### src/rtl/writeback_regfile.sv
// Writeback stage: result select, 8-entry register file with
// write-through read ports, and a retired-instruction counter.
module writeback_regfile #(
  parameter int DATA_W = 20,
  parameter int NREGS  = 8,
  parameter int CNT_W  = 16
) (
  input  logic              clock,
  input  logic              reset,
  input  logic [DATA_W-1:0] instruction,
  input  logic [DATA_W-1:0] alu_result,
  input  logic [DATA_W-1:0] mem_data,
  input  logic [2:0]        rs1_addr,
  input  logic [2:0]        rs2_addr,
  output logic [DATA_W-1:0] rs1_data,
  output logic [DATA_W-1:0] rs2_data,
  output logic              wb_we,
  output logic [2:0]        wb_rd,
  output logic [DATA_W-1:0] wb_data,
  output logic [CNT_W-1:0]  retired
);

  logic [3:0]        opcode;
  logic              is_ld;
  logic              is_alu;
  logic              is_bubble;
  logic [DATA_W-1:0] regs [NREGS];

  assign opcode    = instruction[19:16];
  assign wb_rd     = instruction[15:13];
  assign is_bubble = (instruction == '0);

  always_comb begin
    is_ld  = 1'b0;
    is_alu = 1'b0;
    unique case (1'b1)
      (opcode == 4'd1):                    is_ld  = 1'b1;
      (opcode >= 4'd3 && opcode <= 4'd9):  is_alu = 1'b1;
      default: ;
    endcase
  end

  assign wb_we   = (is_ld || is_alu) && (wb_rd != 3'd0);
  assign wb_data = is_ld ? mem_data : alu_result;

  // r0 is never written, so its storage stays at the reset value
  always_ff @(posedge clock or negedge reset) begin
    if (!reset) begin
      for (int i = 0; i < NREGS; i++) regs[i] <= '0;
    end else if (wb_we) begin
      regs[wb_rd] <= wb_data;
    end
  end

  always_ff @(posedge clock or negedge reset) begin
    if (!reset) begin
      retired <= '0;
    end else if (!is_bubble) begin
      retired <= retired + 1'b1;
    end
  end

  always_comb begin
    rs1_data = regs[rs1_addr];
    unique case (1'b1)
      (rs1_addr == 3'd0):              rs1_data = '0;
      (wb_we && rs1_addr == wb_rd):    rs1_data = wb_data;
      default: ;
    endcase
  end

  always_comb begin
    rs2_data = regs[rs2_addr];
    unique case (1'b1)
      (rs2_addr == 3'd0):              rs2_data = '0;
      (wb_we && rs2_addr == wb_rd):    rs2_data = wb_data;
      default: ;
    endcase
  end

endmodule

### config.mk
export PLATFORM = sky130hd
export DESIGN_NAME = writeback_regfile
export DESIGN_NICKNAME = d
export VERILOG_FILES = /design/src/rtl/writeback_regfile.sv
export SDC_FILE = /design/constraint.sdc
export NUM_CORES = 1
export LEC_CHECK = 0
export ABC_AREA = 1
export BUFFER_PORTS_ARGS = -buffer_cell sky130_fd_sc_hd__buf_2
export CAP_MARGIN = 20
export CORE_MARGIN = 2
export CORE_UTILIZATION = 60
export CTS_BUF_LIST = sky130_fd_sc_hd__clkbuf_8
export DETAILED_ROUTE_END_ITERATION = 10
export HOLD_SLACK_MARGIN = 0.05
export MAX_ROUTING_LAYER = met4
export PLACE_DENSITY_LB_ADDON = 0.25
export REMOVE_ABC_BUFFERS = 1
export SYNTH_ARGS = -nofsm -noshare
export SYNTH_HDL_FRONTEND = slang
export SYNTH_SLANG_ARGS = --single-unit
### constraint.sdc
create_clock -name clock -period 3.81 [get_ports clock]
set_input_delay 0.5715 -clock clock [delete_from_list [all_inputs] [get_ports clock]]
set_output_delay 0.5715 -clock clock [all_outputs]
set_load 0.02 [all_outputs]
# Word level (Yosys, flattened, before mapping)
# Index checks and enable logic that the tools add are counted.
totals:
  reg_bits: 176
  out_inout_bits: 80
  input_bits: 68
  romBits: 0
  memories: 0
  mem_bits_rw: 0
  latchBits: 0
op_classes:
  reduce_logical: 10
  order_cmp: 6
  add_sub_neg: 1
  bitwise_logic: 3
  n_eq_ne: 3
  shift: 0
  mul: 0
  n_div: 0
  mux: 14
ops:
  columns: ["op", "n"]
  rows:
  - ["$bwmux W160", 1]
  - ["$bmux W20 S3", 2]
  - ["$mux W20", 6]
  - ["$pmux W20 S2", 2]
  - ["$demux W20 S3", 1]
  - ["$logic_not A20 Y1", 1]
  - ["$add A16 B1 Y16 const B", 1]
  - ["$ge A4 B4 Y1 const B", 3]
  - ["$not A3 Y4", 3]
  - ["$eq A3 B3 Y1", 2]
  - ["$logic_not A3 Y1", 2]
  - ["$logic_and A1 B1 Y1", 5]
  - ["$eq A4 B1 Y1 const B", 1]
  - ["$ge A4 B2 Y1 const B", 1]
  - ["$le A4 B4 Y1 const B", 1]
  - ["$lt A4 B1 Y1 const B", 1]
  - ["$reduce_bool A3 Y1", 1]
  - ["$mux W1", 2]
  - ["$logic_or A1 B1 Y1", 1]

# Logic depth before layout (Yosys ltp)
# Gate-level depths: netlist of run 1.
depth:
  depth_word: 7
  mapped_depth: 11
  mapped_depth_nobuf: 8

# Least setup slack after synthesis of run 1
# OpenSTA, ideal clock, no wires.
synth_timing:
  path_type: "input -> output"
  from: "in instruction[16]"
  to: "out rs1_data[0]"
  arrival_time_ns: 1.714
  path_buffers: 1
  setup_slack_ns: 1.524
  cell_stages: 7
  cell_sequence: "inv_1 -> nor2_1 -> clkbuf_1 -> nand3_1 -> nand2_1 -> nand3_1 -> nand2_1"
synth_via:
  word_cells_on_any_way: 11
  cone_classes: "order compare: 2; eq/ne: 1; mux: 4; reduce/logical: 4"
synth_rtl:
  columns: ["element", "line_no", "source"]
  rows:
  - ["start, declared", "10", "input logic [DATA_W-1:0] instruction,"]
  - ["$eq A4 B1 Y1", "37", "(opcode == 4'd1): is_ld = 1'b1;"]
  - ["$mux W1", "36", "unique case (1'b1)"]
  - ["$mux W20", "44", "assign wb_data = is_ld ? mem_data : alu_result;"]
  - ["net wb_data[0]", "19", "output logic [DATA_W-1:0] wb_data,"]
  - ["$pmux W20 S2", "65", "unique case (1'b1)"]
  - ["end, declared", "15", "output logic [DATA_W-1:0] rs1_data,"]
# The timed path passes the listed nets, and every way through them passes these cells.

# Worst setup path in the final report of run 1
layout_timing:
  from: "in rs2_addr[1]"
  to: "out rs2_data[14]"
layout_via:
  elab_chain_cells: 5
  word_cells_on_any_way: 8
  cone_classes: "eq/ne: 1; mux: 4; bitwise: 1; reduce/logical: 2"
layout_lines:
  columns: ["element", "line_no", "source"]
  rows:
  - ["start, declared", "14", "input logic [2:0] rs2_addr,"]
  - ["$not A3 Y4 (not written as such)", "73", "rs2_data = regs[rs2_addr];"]
  - ["$bmux W20 S3", "73", null]
  - ["$mux W20 (not written as such) (2 in a row)", "73", null]
  - ["$pmux W20 S2 (*)", "74", "unique case (1'b1)"]
  - ["end, declared", "16", "output logic [DATA_W-1:0] rs2_data,"]
# Mark *: on every way between the ends. The rest lies on a longest branch, timed or not. The select of a mux whose other input is x is not followed.

==> results of run 1 <==
[state kept, by name (all words and copies together), names as in the netlist]
| name | cells |
|---|---|
| retired | 16 |
| regs | 160 |
[layout make-up]
class                           instances  share of cell area (%)
Multi-Input combinational cell       1437                    45.9
Sequential cell                       176                    34.3
Timing Repair Buffer                  184                    8.15
Inverter                              203                    5.93
Tap cell                              260                    2.53
Clock buffer                           18                    1.93
Clock inverter                         14                    1.22
[Yosys cell counts]
library cell / count / area share, %
sky130_fd_sc_hd__clkinv_1: 1 / 0.032
sky130_fd_sc_hd__nand3_1: 271 / 12
sky130_fd_sc_hd__buf_1: 7 / 0.23
sky130_fd_sc_hd__clkbuf_1: 83 / 2.7
sky130_fd_sc_hd__nor2_2: 3 / 0.16
sky130_fd_sc_hd__nor2_4: 1 / 0.097
sky130_fd_sc_hd__nand3_2: 4 / 0.34
sky130_fd_sc_hd__inv_2: 7 / 0.23
sky130_fd_sc_hd__nor3_2: 2 / 0.17
sky130_fd_sc_hd__dfrtp_1: 176 / 38
sky130_fd_sc_hd__nor3_1: 1 / 0.043
sky130_fd_sc_hd__inv_1: 195 / 6.3
sky130_fd_sc_hd__ha_1: 1 / 0.11
sky130_fd_sc_hd__xnor2_1: 2 / 0.15
sky130_fd_sc_hd__o21ai_1: 11 / 0.47
sky130_fd_sc_hd__nor2_1: 32 / 1.0
sky130_fd_sc_hd__nand4_1: 11 / 0.59
sky130_fd_sc_hd__nand2_1: 1086 / 35
sky130_fd_sc_hd__buf_2: 35 / 1.5
sky130_fd_sc_hd__o21a_1: 1 / 0.064
sky130_fd_sc_hd__xor2_1: 7 / 0.53
sky130_fd_sc_hd__buf_4: 10 / 0.64
sky130_fd_sc_hd__nand2_2: 1 / 0.054
sky130_fd_sc_hd__o21ai_0: 1 / 0.043
sky130_fd_sc_hd__and2_1: 2 / 0.11
[power groups by stage]
| stage | Clock, W | Combinational (W) | Sequential (W) |
|---|---|---|---|
| 6_report | 0.00136 | 0.00170 | 0.00240 |
| 5_1_grt | 0.00145 | 0.00192 | 0.00244 |
| 4_1_cts | 0.00137 | 0.00167 | 0.00239 |
| 3_5_place_dp | 0 | 0.00166 | 0.00242 |
| 3_3_place_gp | 0 | 0.00162 | 0.00241 |
| 2_1_floorplan | 0 | 0.00113 | 0.00238 |
[metal layers]
| layer | global-route usage, % | share of wire [%] | vias to the layer above |
|---|---|---|---|
| met5 | - | 0 | - |
| met4 | 19.6 | 4.3 | 0 |
| met3 | 6.83 | 12 | 158 |
| met2 | 60.3 | 45 | 870 |
| met1 | 51.4 | 38 | 5818 |
| li1 | - | - | 6008 |
[repair_timing]
| action | CTS | global route |
|---|---|---|
| hold buffers | 1 | 0 |
| endpoints found under the setup margin | 0 | 0 |
| hold endpoints to repair | 8 | 0 |
[path summary, 6_finish.rpt]
path                                end  cells past startpoint
max in group asynchronous     regs[129]                      3
hold / removal               retired[0]                      4
setup reg to reg            retired[14]                      8
setup / recovery           rs2_data[14]                     11
min in group asynchronous    retired[6]                      2
hold reg to reg               regs[149]                      0
[through the flow]
step	instances	utilization, %	setup TNS, ns	power, W	worst slack (ns)
2_1_floorplan	1816	-	-48.17	0.00351	-0.821
3_3_place_gp	2259	65.8	0	0.00403	0.813
3_5_place_dp	2259	65.8	0	0.00408	0.776
4_1_cts	2292	68.0	0	0.00543	0.826
5_1_grt	2292	68.0	0	0.00580	0.578
6_report	2292	68.0	0	0.00546	0.763
[cells in the final DEF, fill, tap and decap left out, types with 3 or more instances in the layout]
| cell type | synthesis | final |
|---|---|---|
| sky130_fd_sc_hd__buf_2 | 35 | 146 |
| sky130_fd_sc_hd__buf_4 | 10 | 34 |
| sky130_fd_sc_hd__clkbuf_8 | 0 | 18 |
| sky130_fd_sc_hd__clkinvlp_4 | 0 | 6 |
| sky130_fd_sc_hd__dfrtp_1 | 176 | 176 |
| sky130_fd_sc_hd__inv_1 | 195 | 195 |
| sky130_fd_sc_hd__inv_2 | 7 | 7 |
| sky130_fd_sc_hd__inv_6 | 0 | 3 |
| sky130_fd_sc_hd__nand2_1 | 1086 | 1086 |
| sky130_fd_sc_hd__nand3_1 | 271 | 271 |
| sky130_fd_sc_hd__nand3_2 | 4 | 4 |
| sky130_fd_sc_hd__nand4_1 | 11 | 11 |
| sky130_fd_sc_hd__nor2_1 | 32 | 31 |
| sky130_fd_sc_hd__nor2_2 | 3 | 3 |
| sky130_fd_sc_hd__o21ai_1 | 11 | 11 |
| sky130_fd_sc_hd__xor2_1 | 7 | 7 |
[worst max-delay path, cell delays in order]
cell and delay, ns:
sky130_fd_sc_hd__buf_2 0.34, sky130_fd_sc_hd__inv_1 0.10, sky130_fd_sc_hd__buf_4 0.30, sky130_fd_sc_hd__nand2_1 0.10, sky130_fd_sc_hd__nand2_1 0.05, sky130_fd_sc_hd__nor2_1 0.12
sky130_fd_sc_hd__and2_1 0.15, sky130_fd_sc_hd__buf_4 0.29, sky130_fd_sc_hd__nand3_1 0.11, sky130_fd_sc_hd__nand2_1 0.14, sky130_fd_sc_hd__buf_2 0.18
[cells by family after synthesis]
kind of cell    after synthesis
fa+ha+maj                     1
compound gates               13
buf+inv                     338
simple gates               1414
flops                       176
xor+xnor                      9
==> impl_metrics.csv, run 1 <==
group,metric,value,unit
run,max-cap-violations,0,
clocking,numCtsBuffers,17,
global_routing,globalRouteTotalUtil,39.5,%
global_routing,global_route.overflow_total,0,
sta,grt_setup_unrepaired,"no",
global_routing,largest_net_degree_at_the_start_of_global_routing,81,
worst_setup_path,worstReg2RegStart,"retired[0]",
placed_design,post_dp_cell_area,0.0124,mm²
sta,final_setup_violation_count,0,
outcome,run_status,"finished clean",
worst_setup_path,critical_path_at,2.48,ns
die,floorplan.io_pins,148,
layout,layout.area.seq,0.00440,mm²
drt,drc,0,
drt,vias,12900,
drt,dr.first_iter.drc_count,1493,
clocking,clock_tree_from_tritoncts,"built",
power_and_ir_drop,p_comb_share,31.1,%
synthesis,synth_top_family_by_area,"simple AND/OR/NAND/NOR gates",
die,die_w,143,µm
power_and_ir_drop,total_leakage_power,7.81,nW
die,core_area,0.0189,mm²
sta,maxSlewHeadroom,26.0,%
power_and_ir_drop,cellInternalPower,0.00336,W
synthesis,synth_area_per_cell,5.97,µm²
worst_setup_path,type_of_the_setup_path_with_the_least_slack,"in2out",
placed_design,post-dp-hpwl,24.2,mm
hold_path,timing.hold.worst.class,"in2reg",
drt,initial_drt_pass_iterations,7,
synthesis,synth.ff_latch_count,176,
synthesis,synth_fa_ha_area_share,0.107,%
clocking,insertion_delay,0.48,ns
sta,highest_clock_rate,0.328,GHz
die,std_cell_rows,50,
sta,fin_crit,3.05,ns
power_and_ir_drop,net-switching-power,0.00210,W
clocking,cts_root_buf,"sky130_fd_sc_hd__clkbuf_8",
die,floorplan.initialDensity,61.7,%
clocking,numClockSinks,176,
placed_design,place_congestion,0.919,
synthesis,synth_compound_gate_area_share,0.580,%
clocking,clk_pin_slew_worst_paths,0.10,ns
layout,filler_cells_inserted,1705,
die,design.die.area,0.0205,mm²
sta,slew_of_the_pin_with_the_lowest_slew_margin,1.11,ns
layout,num-nets-final,2088,
clocking,post_cts.repair.setup_buffers,0,
global_routing,first_global_vias,12000,
global_routing,grt_antenna_before_repair,0,
clocking,ctsLongestPathBuffers,2,
power_and_ir_drop,pwr-share-clk,24.9,%
power_and_ir_drop,irDropWorstVdd,257,µV
synthesis,mux_share_of_post_synthesis_cell_area,0,%
synthesis,synth_xor_xnor_area_share,0.677,%
synthesis,synth-simple-area-share,49.2,%
drt,route.detailed.vias_per_inst,5.61,
power_and_ir_drop,switching_share,38.5,%
placed_design,port_buffers,147,
worst_setup_path,r2r_setup_slack,2.22,ns
drt,drt_antenna_net_count,0,
layout,final_design_area_no_fill,0.0128,mm²
sta,final-max-slew-violation-count,0,
sta,worst_clock_skew,0.0141,ns
clocking,htree_levels,4,
sta,period_share,80.0,%
power_and_ir_drop,pwr_density_cell,425,mW/mm²
hold_path,hold_start,"instruction[3]",
layout,area_growth,10.3,%
sta,report.final.hold_viol_count,0,
synthesis,synth.lib_cells_used.distinct,25,
clocking,cts.repair.resized,0,
layout,diodes,0,
global_routing,grt_pass1_wl,61.1,mm
layout,multi_input_comb_area,0.00590,mm²
synthesis,syn_area,0.0116,mm²
worst_setup_path,critical_path.startpoint_type,"input pin",
power_and_ir_drop,power.sequential.fraction,44.0,%
die,die_h,143,µm
synthesis,synth.yosys.warnings,0,
synthesis,netlist_instances,1951,
worst_setup_path,cp.required,3.24,ns
synthesis,synth_seq_area_share,37.8,%
worst_setup_path,worstSetupStartpoint,"rs2_addr[1]",
layout,fraction_of_layout_cells_with_a_size_suffix_above_1,11.5,%
sta,hold_ws,0.383,ns
drt,routed_wirelength,38.6,mm
worst_setup_path,path_max_fanout,30,
drt,route.detailed.wl_per_inst,16.8,µm
worst_setup_path,type_of_element_capturing_the_critical_path,"output pin",
Power figures use the tool's default switching activity.
==> run 2, diff against run 1 <==
==> constraint.sdc (replaced) <==
create_clock -name clock -period 3 [get_ports clock]
set_input_delay 0.45 -clock clock [delete_from_list [all_inputs] [get_ports clock]]
set_output_delay 0.45 -clock clock [all_outputs]
set_load 0.02 [all_outputs]
==> run 2 against run 1 <==
Net effect:
- register-to-register slack lost 0.83 ns
- critical endpoint unchanged
- global-route usage grew 0.53 points
- critical path type unchanged
- final cell count grew 0.48%
- clock skew shrank 0.0036 ns
- highest routed layer unchanged
- sequential share of layout area shrank 0.22 points
- clock-buffer cell count shrank 1
- wire length grew 2.4%
==> impl_metrics.csv, run 2 (same netlist as run 1, synthesis figures left out) <==
group,metric,value,unit
outcome,run_status,"finished clean",
die,design.die.area,0.0205,mm²
sta,highest_clock_rate,0.359,GHz
worst_setup_path,type_of_the_setup_path_with_the_least_slack,"in2out",
sta,slew_of_the_pin_with_the_lowest_slew_margin,1.17,ns
clocking,numClockSinks,176,
sta,final_setup_violation_count,0,
drt,route.detailed.wl_per_inst,17.2,µm
clocking,clk_pin_slew_worst_paths,0.10,ns
sta,report.final.hold_viol_count,0,
clocking,numCtsBuffers,17,
power_and_ir_drop,irDropWorstVdd,294,µV
global_routing,globalRouteTotalUtil,40.1,%
worst_setup_path,critical_path.startpoint_type,"input pin",
drt,route.detailed.vias_per_inst,5.58,
placed_design,place_congestion,0.944,
global_routing,global_route.overflow_total,0,
drt,drt_antenna_net_count,0,
worst_setup_path,worstReg2RegStart,"retired[0]",
sta,grt_setup_unrepaired,"no",
global_routing,grt_antenna_before_repair,0,
sta,finalSetupTns,0,ns
worst_setup_path,r2r_setup_slack,1.39,ns
global_routing,largest_net_degree_at_the_start_of_global_routing,82,
clocking,post_cts.repair.setup_buffers,0,
sta,worst_clock_skew,0.0106,ns
worst_setup_path,cp-endpoint,"rs2_data[14]",
worst_setup_path,cp.required,2.55,ns
sta,maxSlewHeadroom,21.6,%
layout,reg.largest.list,"regs x160, retired x16",
layout,area_growth,11.0,%
layout,finalNonFillerCells,2303,
sta,final-max-slew-violation-count,0,
worst_setup_path,worstSetupStartpoint,"rs2_addr[2]",
clocking,clock_tree_from_tritoncts,"built",
die,die_w,143,µm
power_and_ir_drop,total_leakage_power,7.89,nW
layout,filler_cells_inserted,1770,
worst_setup_path,path_max_fanout,11,
die,floorplan.io_pins,148,
power_and_ir_drop,pwr_density_cell,522,mW/mm²
clocking,cts.repair.resized,0,
layout,largest_register,"regs",
worst_setup_path,r2r_cells,8,
placed_design,port_buffers,147,
layout,layout.cells.most_common_list,"1086 x sky130_fd_sc_hd__nand2_1, 271 x sky130_fd_sc_hd__nand3_1, 200 x sky130_fd_sc_hd__inv_1",
sta,fin_ws,0.211,ns
die,die_h,143,µm
placed_design,post-dp-hpwl,24.8,mm
die,floorplan.initialDensity,61.7,%
worst_setup_path,worst_flop_to_flop_path_endpoint,"retired[14]",
power_and_ir_drop,totalPowerFinal,0.00675,W
worst_setup_path,type_of_element_capturing_the_critical_path,"output pin",
hold_path,timing.hold.worst.class,"in2reg",
placed_design,dp_worst_setup_slack,0.281,ns
drt,dr.first_iter.drc_count,1527,
sta,period_share,93.0,%
clocking,insertion_delay,0.48,ns
layout,num-nets-final,2102,
layout,diodes,0,
placed_design,placed_cells_incl_taps,2273,
drt,vias,12800,
global_routing,grt_pass1_wl,61.5,mm
clocking,ctsHoldBuffers,1,
drt,drc,0,
global_routing,first_global_vias,11900,
layout,max_reg_flops,160,
run,max-cap-violations,0,
layout,layout.cells.most_common,"sky130_fd_sc_hd__nand2_1",
clocking,cts_root_buf,"sky130_fd_sc_hd__clkbuf_8",
clocking,ctsLongestPathBuffers,2,
worst_setup_path,critical_path_at,2.34,ns
hold_path,hold_start,"instruction[3]",
drt,routed_wirelength,39.5,mm
sta,fin_crit,2.79,ns
die,core_area,0.0189,mm²
drt,initial_drt_pass_iterations,7,
layout,fraction_of_layout_cells_with_a_size_suffix_above_1,11.7,%
clocking,htree_levels,4,
die,std_cell_rows,50,
## run 2: cell count changes in the layout (fill, tap and decap cells not counted)
cell / change
sky130_fd_sc_hd__buf_12: +5
sky130_fd_sc_hd__buf_4: +9
sky130_fd_sc_hd__bufinv_16: -1
sky130_fd_sc_hd__clkbuf_8: -1
sky130_fd_sc_hd__clkinv_2: +3
sky130_fd_sc_hd__clkinvlp_4: -5
sky130_fd_sc_hd__inv_1: +5
sky130_fd_sc_hd__inv_6: -3
sky130_fd_sc_hd__inv_8: -1
## run 2: stage by stage
| step | hold WS (ns) | util (%) | cell area [µm²] |
|---|---|---|---|
| floorplan | 0.154 | - | 11100 |
| global placement | 0.365 | 66.7 | 12600 |
| detailed placement | 0.366 | 66.7 | 12600 |
| CTS | 0.262 | 68.4 | 12900 |
| global route | 0.286 | 68.4 | 12900 |
| finish | 0.273 | 68.4 | 12900 |
## run 2: layout make-up
type                       instances  area (µm²)  area share [%]
inverter                         203         762            5.89
tap                              260         325            2.52
timing repair buffer             198        1210            9.40
multi-input combinational       1437        5900            45.7
sequential                       176        4400            34.1
clock buffer                      17         234            1.81
clock inverter                    12        85.1           0.658
## run 2: worst min path at each step
stage / to / slack [ns] / cells after the start
finish: retired[13] / 0.27 / 4
global route: retired[13] / 0.29 / 4
CTS: retired[13] / 0.26 / 4
detailed placement: regs[159] / 0.37 / 0
global placement: regs[143] / 0.36 / 0
floorplan: regs[0] / 0.15 / 0
## run 2: critical path: stages
cell and delay [ns]:
sky130_fd_sc_hd__buf_2 0.22, sky130_fd_sc_hd__nor2_1 0.94, sky130_fd_sc_hd__nand3_1 0.15, sky130_fd_sc_hd__nand2_1 0.12
sky130_fd_sc_hd__inv_1 0.04, sky130_fd_sc_hd__nand2_1 0.06, sky130_fd_sc_hd__nand3_1 0.06, sky130_fd_sc_hd__nand2_1 0.11
sky130_fd_sc_hd__buf_2 0.18
## run 2: where the power goes
group / internal, W / switching, W
logic: 0.000713 / 0.00149
clock network: 0.000621 / 0.000875
registers: 0.00280 / 0.000246
total: 0.00414 / 0.00261
## run 2: metal layers
layer | GRT usage [%] | share of wire [%]
met3 | 9.13 | 12
met2 | 61.2 | 45
met5 | - | 0
met4 | 18.2 | 4.0
met1 | 51.2 | 38
